===== src/rtl/logicunit_seq.sv =====
// Registered AND/OR/NOR/XOR unit with accumulator and output FIFO.
// Define LU_FLAGS_EN to store a zero flag per entry and expose out_zero.
module logicunit_seq #(
    parameter int WIDTH = 32,
    parameter int DEPTH = 4
) (
    input  logic                         clock,
    input  logic                         reset,
    input  logic                         in_valid,
    output logic                         in_ready,
    input  logic [WIDTH-1:0]             in_A,
    input  logic [WIDTH-1:0]             in_B,
    input  logic [2:0]                   in_control,
    input  logic                         acc_clear,
    output logic                         out_valid,
    input  logic                         out_ready,
    output logic [WIDTH-1:0]             out_data,
`ifdef LU_FLAGS_EN
    output logic                         out_zero,
`endif
    output logic [$clog2(DEPTH+1)-1:0]   count
);

    localparam int PW = $clog2(DEPTH);
    localparam int CW = $clog2(DEPTH+1);
`ifdef LU_FLAGS_EN
    localparam int EW = WIDTH + 1;
`else
    localparam int EW = WIDTH;
`endif

    logic [EW-1:0]    mem_q [DEPTH];
    logic [PW-1:0]    wr_ptr_q, wr_ptr_d;
    logic [PW-1:0]    rd_ptr_q, rd_ptr_d;
    logic [CW-1:0]    count_q, count_d;
    logic [WIDTH-1:0] acc_q, acc_d;
    logic [EW-1:0]    head_q, head_d;

    logic             accept, pop;
    logic [WIDTH-1:0] a_eff, result;
    logic [EW-1:0]    entry;
    logic [PW-1:0]    rd_next;

    assign in_ready  = (count_q != CW'(DEPTH));
    assign out_valid = (count_q != '0);
    assign count     = count_q;
    assign accept    = in_valid & in_ready;
    assign pop       = out_valid & out_ready;
    assign rd_next   = rd_ptr_q + PW'(1);

    assign out_data  = head_q[WIDTH-1:0];
`ifdef LU_FLAGS_EN
    assign out_zero  = head_q[WIDTH];
    assign entry     = {(result == '0), result};
`else
    assign entry     = result;
`endif

    // acc_clear wins over the stored value before it can feed an accumulate op
    always_comb begin
        a_eff = in_control[2] ? (acc_clear ? '0 : acc_q) : in_A;
        result = '0;
        unique case (in_control[1:0])
            2'd0: result = a_eff & in_B;
            2'd1: result = a_eff | in_B;
            2'd2: result = ~(a_eff | in_B);
            2'd3: result = a_eff ^ in_B;
        endcase
    end

    always_comb begin
        wr_ptr_d = wr_ptr_q;
        rd_ptr_d = rd_ptr_q;
        count_d  = count_q;
        acc_d    = acc_q;
        head_d   = head_q;
        if (accept) begin
            wr_ptr_d = wr_ptr_q + PW'(1);
            acc_d    = result;
        end else if (acc_clear) begin
            acc_d = '0;
        end
        if (pop)
            rd_ptr_d = rd_next;
        unique case ({accept, pop})
            2'b10:   count_d = count_q + CW'(1);
            2'b01:   count_d = count_q - CW'(1);
            default: count_d = count_q;
        endcase
        // head register tracks the next head entry and holds when drained
        if (accept && (count_q == '0 || (pop && count_q == CW'(1))))
            head_d = entry;
        else if (pop && count_q > CW'(1))
            head_d = mem_q[rd_next];
    end

    always_ff @(posedge clock) begin
        if (reset) begin
            wr_ptr_q <= '0;
            rd_ptr_q <= '0;
            count_q  <= '0;
            acc_q    <= '0;
            head_q   <= '0;
        end else begin
            wr_ptr_q <= wr_ptr_d;
            rd_ptr_q <= rd_ptr_d;
            count_q  <= count_d;
            acc_q    <= acc_d;
            head_q   <= head_d;
        end
    end

    always_ff @(posedge clock) begin
        if (!reset && accept)
            mem_q[wr_ptr_q] <= entry;
    end

endmodule


===== config.mk =====
export PLATFORM = sky130hd
export DESIGN_NAME = logicunit_seq
export DESIGN_NICKNAME = d
export VERILOG_FILES = /design/src/rtl/logicunit_seq.sv
export SDC_FILE = /design/constraint.sdc
export NUM_CORES = 1
export LEC_CHECK = 0
export CAP_MARGIN = 25
export CORE_UTILIZATION = 35
export CTS_CLUSTER_DIAMETER = 200
export DETAILED_ROUTE_END_ITERATION = 16
export DONT_BUFFER_PORTS = 1
export GPL_ROUTABILITY_DRIVEN = 0
export SKIP_CTS_REPAIR_TIMING = 1
export SLEW_MARGIN = 5
export SYNTH_ARGS = -nofsm -noshare
export SYNTH_HDL_FRONTEND = slang
export SYNTH_SLANG_ARGS = --single-unit

===== constraint.sdc =====
create_clock -name clock -period 2.75 [get_ports clock]
set_input_delay 0.55 -clock clock [delete_from_list [all_inputs] [get_ports clock]]
set_output_delay 0.55 -clock clock [all_outputs]
set_load 0.05 [all_outputs]

==> reports/metrics.yaml, run 1 <==
outcome:
  outcome: "finished, final reports clean"
setup_path:
  endpoint: "mem_q[1][6]"
  crit_chain: "inv_1 -> ha_1 -> nand2_1 -> and2_1 -> inv_1 -> nor2_1 -> and2_4"
  cp_common_cell: "inv_1"
  cp.depth: 7
  reg2reg_from: "count[1]"
  slowest_delay_ns: 0.55
  slowest_stage: "and2_4"
  cp.required_ns: 2.82
  reg2reg_depth: 7
  r2r_slack_ns: 0.61
  cp_max_fo: 32
  crit_path_end_kind: "register"
  worst-path-buf-inv: 2
  startpoint: "count[1]"
  rr_endpoint: "mem_q[1][6]"
  crit_type: "reg -> reg"
  crit_family: "simple AND/OR/NAND/NOR gates"
  critPathArrivalTime_ns: 2.21
  start_kind: "register"
synth:
  syn_nets: 1056
  synth_top_area_share_pct: 36.0
  seq_area_frac_synth_pct: 49.3
  synth.avg_cell_area_sq_um: 11.7
  synth_area_leaders: "edfxtp_1 36%, dfxtp_1 13%, ha_1 8.6%"
  yosysWarnings: 0
  ys_types: 41
  syn_area_sq_um: 10700
  ys_ff_latch: 199
  yosysTopAreaCell: "edfxtp_1"
  synthCells: 911
route:
  drtIter0Drc: 365
  drtAntennaViolNets: 0
  viasPerCell: 5.08
  dr.pass1.iters: 5
  wl_per_cell_um: 19.2
  vias: 6539
  route.final.wire_length_mm: 24.7
  drc_errors: 0
sta:
  rsz0062_at_grt: "no"
  setup_violations: 0
  tns_ns: 0
  fin_crit_sh_pct: 77.8
  finalHoldViolCount: 0
  slew_violations: 0
  fin_crit_ns: 2.14
  tightest_slew_ns: 0.675
  finClkSkew_ns: 0.00986
  slew_headroom_pct: 54.9
  fmax_mhz: 467
finish:
  finish.utilization_pct: 38.7
  num-nets-final: 1027
  syn_to_final_growth_pct: 8.03
  fin_area_sq_um: 11500
  layout_commonest_cell: "edfxtp_1"
  fin_cells: 1287
  mostFrequentLayoutCells: "128 x edfxtp_1, 126 x nor2b_1, 73 x ha_1"
  final_layout_size_suffix_gt1_share_pct: 13.1
grt:
  busiest_layer: "met2"
  grt_pass1_vias: 6325
  globalRouteMet1Util_pct: 22.5
  grt-ovfl-total: 0
  grtUsageMet2_pct: 25.2
  grt_pass1_wl_mm: 38.1
  grt_max_degree: 129
  antenna_found_initial: 3
  grtUsageMet3_pct: 4.38
  gr-usage-all-layers_pct: 16.3
placed_design:
  port_buffers: 0
  hpwl_mm: 16.0
  placed_cell_area_sq_um: 10900
  numPlacedInstances: 1253
pwr:
  ir_drop_v: 0.000437
  p_leak_uw: 0.00416
  power_density_nw_per_um2: 769
floorplan:
  die_w_um: 177
  rows: 63
  top_level_ports: 109
  core_area_sq_um: 29800
  initial_utilization_pct: 35.8
  die_y_um: 177
  die_area_sq_um: 31200
run:
  cap_violations: 0
clock_network:
  cts_buffers: 17
  h-tree-depth: 4
  cts_tree: "done"
  clock_path_buffers: 2
  clk_latency_ns: 0.43
  cts.sinks: 199
  ctsRootBufferMaster: "clkbuf_16"
  clk_pin_slew_ns: 0.07
min_path:
  hp-class: "in -> reg"
-- through the flow --
stage / setup slack, ns / power (uW) / hold slack [ns]
2_1_floorplan: 0.131 / 5960 / 0.469
3_3_place_gp: 0.637 / 6410 / 0.480
3_5_place_dp: 0.566 / 6440 / 0.491
4_1_cts: 0.588 / 8940 / 0.174
5_1_grt: 0.472 / 9260 / 0.174
6_report: 0.610 / 8870 / 0.184
-- Yosys cell counts (all sizes together) --
library cell,number
edfxtp,128
nor2b,126
ha,73
dfxtp,71
inv,69
a21oi,60
buf,44
nand2,40
mux2,32
mux4,32
nor3b,32
o21ai,25
and2,20
a211o,19
a211oi,19
clkbuf,19
a221o,18
nand3,15
nor3,15
nor4,14
nand3b,13
nor2,12
o211ai,3
xor2,3
nand2b,2
xnor2,2
a21boi,1
mux2i,1
o21a,1
or3,1
or3b,1
-- cells by family after synthesis --
family          after synthesis  synth area share, %
buf+inv                     132                 5.87
xor+xnor                      5                0.410
compound gates              146                 9.06
simple gates                291                 16.4
flops                       199                 49.3
fa+ha+maj                    73                 8.56
mux                          65                 10.4
-- how the worst min path moves through the flow --
stage / start / endpoint / slack [ns] / cells past startpoint
CTS: reset / count[0] / 0.17 / 1
global placement: wr_ptr_q[1] / wr_ptr_q[1] / 0.48 / 2
finish: reset / count[0] / 0.18 / 1
detailed placement: wr_ptr_q[1] / wr_ptr_q[1] / 0.49 / 2
global route: reset / count[0] / 0.17 / 1
floorplan: wr_ptr_q[1] / wr_ptr_q[1] / 0.47 / 2
-- state kept, by name, summed over array words and instances (netlist names) --
signal / cells
out_data: 32
mem_q: 128
count: 3
rd_ptr_q: 2
acc_q: 32
wr_ptr_q: 2
-- where the power goes --
part	switching, uW	internal (uW)	total (uW)
clock network	1200	1320	2530
logic	1120	812	1930
registers	858	3560	4410
total	3180	5690	8870
-- final cells by class --
| type | instances | area [sq um] |
|---|---|---|
| Antenna cell | 2 | 5.00 |
| Clock buffer | 18 | 439 |
| Clock inverter | 14 | 154 |
| Fill cell | 2886 | 18300 |
| Inverter | 69 | 259 |
| Multi-Input combinational cell | 580 | 4790 |
| Sequential cell | 199 | 5270 |
| Tap cell | 390 | 488 |
| Timing Repair Buffer | 15 | 125 |
-- per-layer routing --
layer | wire [um] | up-vias
li1 | - | 3210
met1 | 11800 | 3170
met2 | 11100 | 144
met3 | 1580 | 15
met4 | 260 | 0
met5 | 0 | -
(Power assumes the default switching activity.)
==> inputs of run 2 (changes only) <==
- clock period: 2.75 -> 2.05 ns (I/O delays scaled with it)
==> reports/metrics.yaml, run 2 (same netlist as run 1, synthesis figures left out) <==
outcome:
  outcome: "finished, final reports clean"
finish:
  final_layout_size_suffix_gt1_share_pct: 17.3  # +4.2 points
  largest_reg_flops: 128  # unchanged
  finish.utilization_pct: 40.2  # +1.5 points
  num-nets-final: 1041  # +1.4%
  fillCellCount: 2837  # -1.7%
  layout_commonest_cell: "edfxtp_1"
  multi_input_area_sq_um: 4940  # +2.9%
  regMostFlops: "mem_q"
  syn_to_final_growth_pct: 12.2
  mostFrequentLayoutCells: "128 x edfxtp_1, 121 x nor2b_1, 71 x ha_1"
  regArea_sq_um: 5280  # +0.12%
sta:
  fin_crit_sh_pct: 92.8  # +15 points
  rsz0062_at_grt: "no"
  tightest_slew_ns: 0.699  # +0.0240 ns
  setup_violations: 0  # unchanged
  slew_violations: 0  # unchanged
  fin_crit_ns: 1.90  # -0.238 ns
  finClkSkew_ns: 0.0154  # +0.00558 ns
  fmax_mhz: 526  # +13%
  finalHoldViolCount: 0  # unchanged
  slew_headroom_pct: 53.3  # -1.6 points
  setup_ws_ns: 0.148  # -0.462 ns
route:
  wl_per_cell_um: 19.2  # -0.13%
  vias: 6592  # +0.81%
  drc_errors: 0  # unchanged
  drtIter0Drc: 326  # -11%
  drtAntennaViolNets: 0  # unchanged
  viasPerCell: 5.07  # -0.20%
  dr.pass1.iters: 5  # unchanged
  route.final.wire_length_mm: 24.9  # +0.88%
pwr:
  p_clk_share_pct: 29.4  # +0.9 points
  pwr-share-comb_pct: 24.3  # +2.6 points
  switching_share_pct: 35.3  # -0.53 points
  seqPwrFrac_pct: 46.4  # -3.4 points
  p_leak_uw: 0.00433  # +4.2%
  p_int_uw: 8090  # +42%
  ir_drop_v: 0.000548  # +25%
  p_switching_uw: 4410  # +39%
  finalPower_uw: 12500  # +41%
  power_density_nw_per_um2: 1040  # +36%
clock_network:
  clk_latency_ns: 0.44  # about the same
  cts_tree: "done"
  clk_pin_slew_ns: 0.07  # about the same
  ctsRootBufferMaster: "clkbuf_16"
  cts_buffers: 17  # unchanged
  clock_path_buffers: 2  # unchanged
  h-tree-depth: 4  # unchanged
  cts.sinks: 199  # unchanged
min_path:
  hp-class: "in -> reg"
setup_path:
  start_kind: "register"
  crit_type: "reg -> reg"
  critPathArrivalTime_ns: 2.27  # +0.06 ns
  cp_max_fo: 5  # -84%
  cp.required_ns: 2.42  # -0.40 ns
  crit_path_end_kind: "register"
grt:
  antenna_found_initial: 2  # -1
  grt_pass1_vias: 6434  # +1.7%
  grt_pass1_wl_mm: 38.7  # +1.6%
  grt_max_degree: 129  # unchanged
  grt-ovfl-total: 0  # unchanged
  gr-usage-all-layers_pct: 16.5  # +0.23 points
floorplan:
  die_area_sq_um: 31200  # unchanged
  top_level_ports: 109  # unchanged
  core_area_sq_um: 29800  # unchanged
  die_w_um: 177  # unchanged
  die_y_um: 177  # unchanged
  initial_utilization_pct: 35.8  # unchanged
  rows: 63  # unchanged
run:
  cap_violations: 0  # unchanged
placed_design:
  port_buffers: 0  # unchanged
  place_ws_ns: 0.0820  # -0.484 ns
  hpwl_mm: 16.1  # +0.70%
## run 2: final cells by class
cell class | instances | share of cell area, %
Sequential cell | 199 | 44.0
Antenna cell | 1 | 0.0209
Timing Repair Buffer | 29 | 3.10
Clock buffer | 17 | 3.55
Inverter | 69 | 2.16
Multi-Input combinational cell | 580 | 41.2
Clock inverter | 15 | 1.89
Tap cell | 390 | 4.07
## run 2: power groups by stage
stage	logic, uW	registers (uW)	clock network, uW
after floorplan	2180	5930	0
after global placement	3030	5910	0
after detailed placement	3050	5910	0
after CTS	3070	5820	3740
after global routing	3320	5860	3890
final	3030	5800	3670
## run 2: metrics by stage
| stage | setup TNS, ns | hold slack (ns) | cell area [sq um] | std cells |
|---|---|---|---|---|
| floorplan | -0.344 | 0.469 | 10900 | 911 |
| global placement | 0 | 0.478 | 11300 | 1267 |
| detailed placement | 0 | 0.488 | 11300 | 1267 |
| CTS | 0 | 0.0244 | 12000 | 1299 |
| global route | 0 | 0.0126 | 12000 | 1299 |
| finish | 0 | 0.0365 | 12000 | 1300 |
## run 2: path summary, 6_finish.rpt
kind / startpoint / endpoint / slack, ns / cells after the start
setup / recovery: count[0] / count[2] / 0.15 / 8
hold / removal: reset / count[0] / 0.04 / 1
hold reg to reg: wr_ptr_q[1] / wr_ptr_q[1] / 0.50 / 2
setup reg to reg: count[0] / count[2] / 0.15 / 8
## run 2: metal layers
| layer | track usage [%] | share of wire [%] |
|---|---|---|
| met1 | 22.3 | 46 |
| met2 | 26.3 | 46 |
| met3 | 4.42 | 6.9 |
| met4 | 3.88 | 0.91 |
| met5 | 0 | 0 |
## run 2: critical path: stages, from the launching register on
cell	delay [ns]
dfxtp_4	0.37
inv_2	0.08
ha_4	0.19
nand2_8	0.05
and2_1	0.18
inv_1	0.21
ha_4	0.26
or3_1	0.37
a21oi_1	0.13
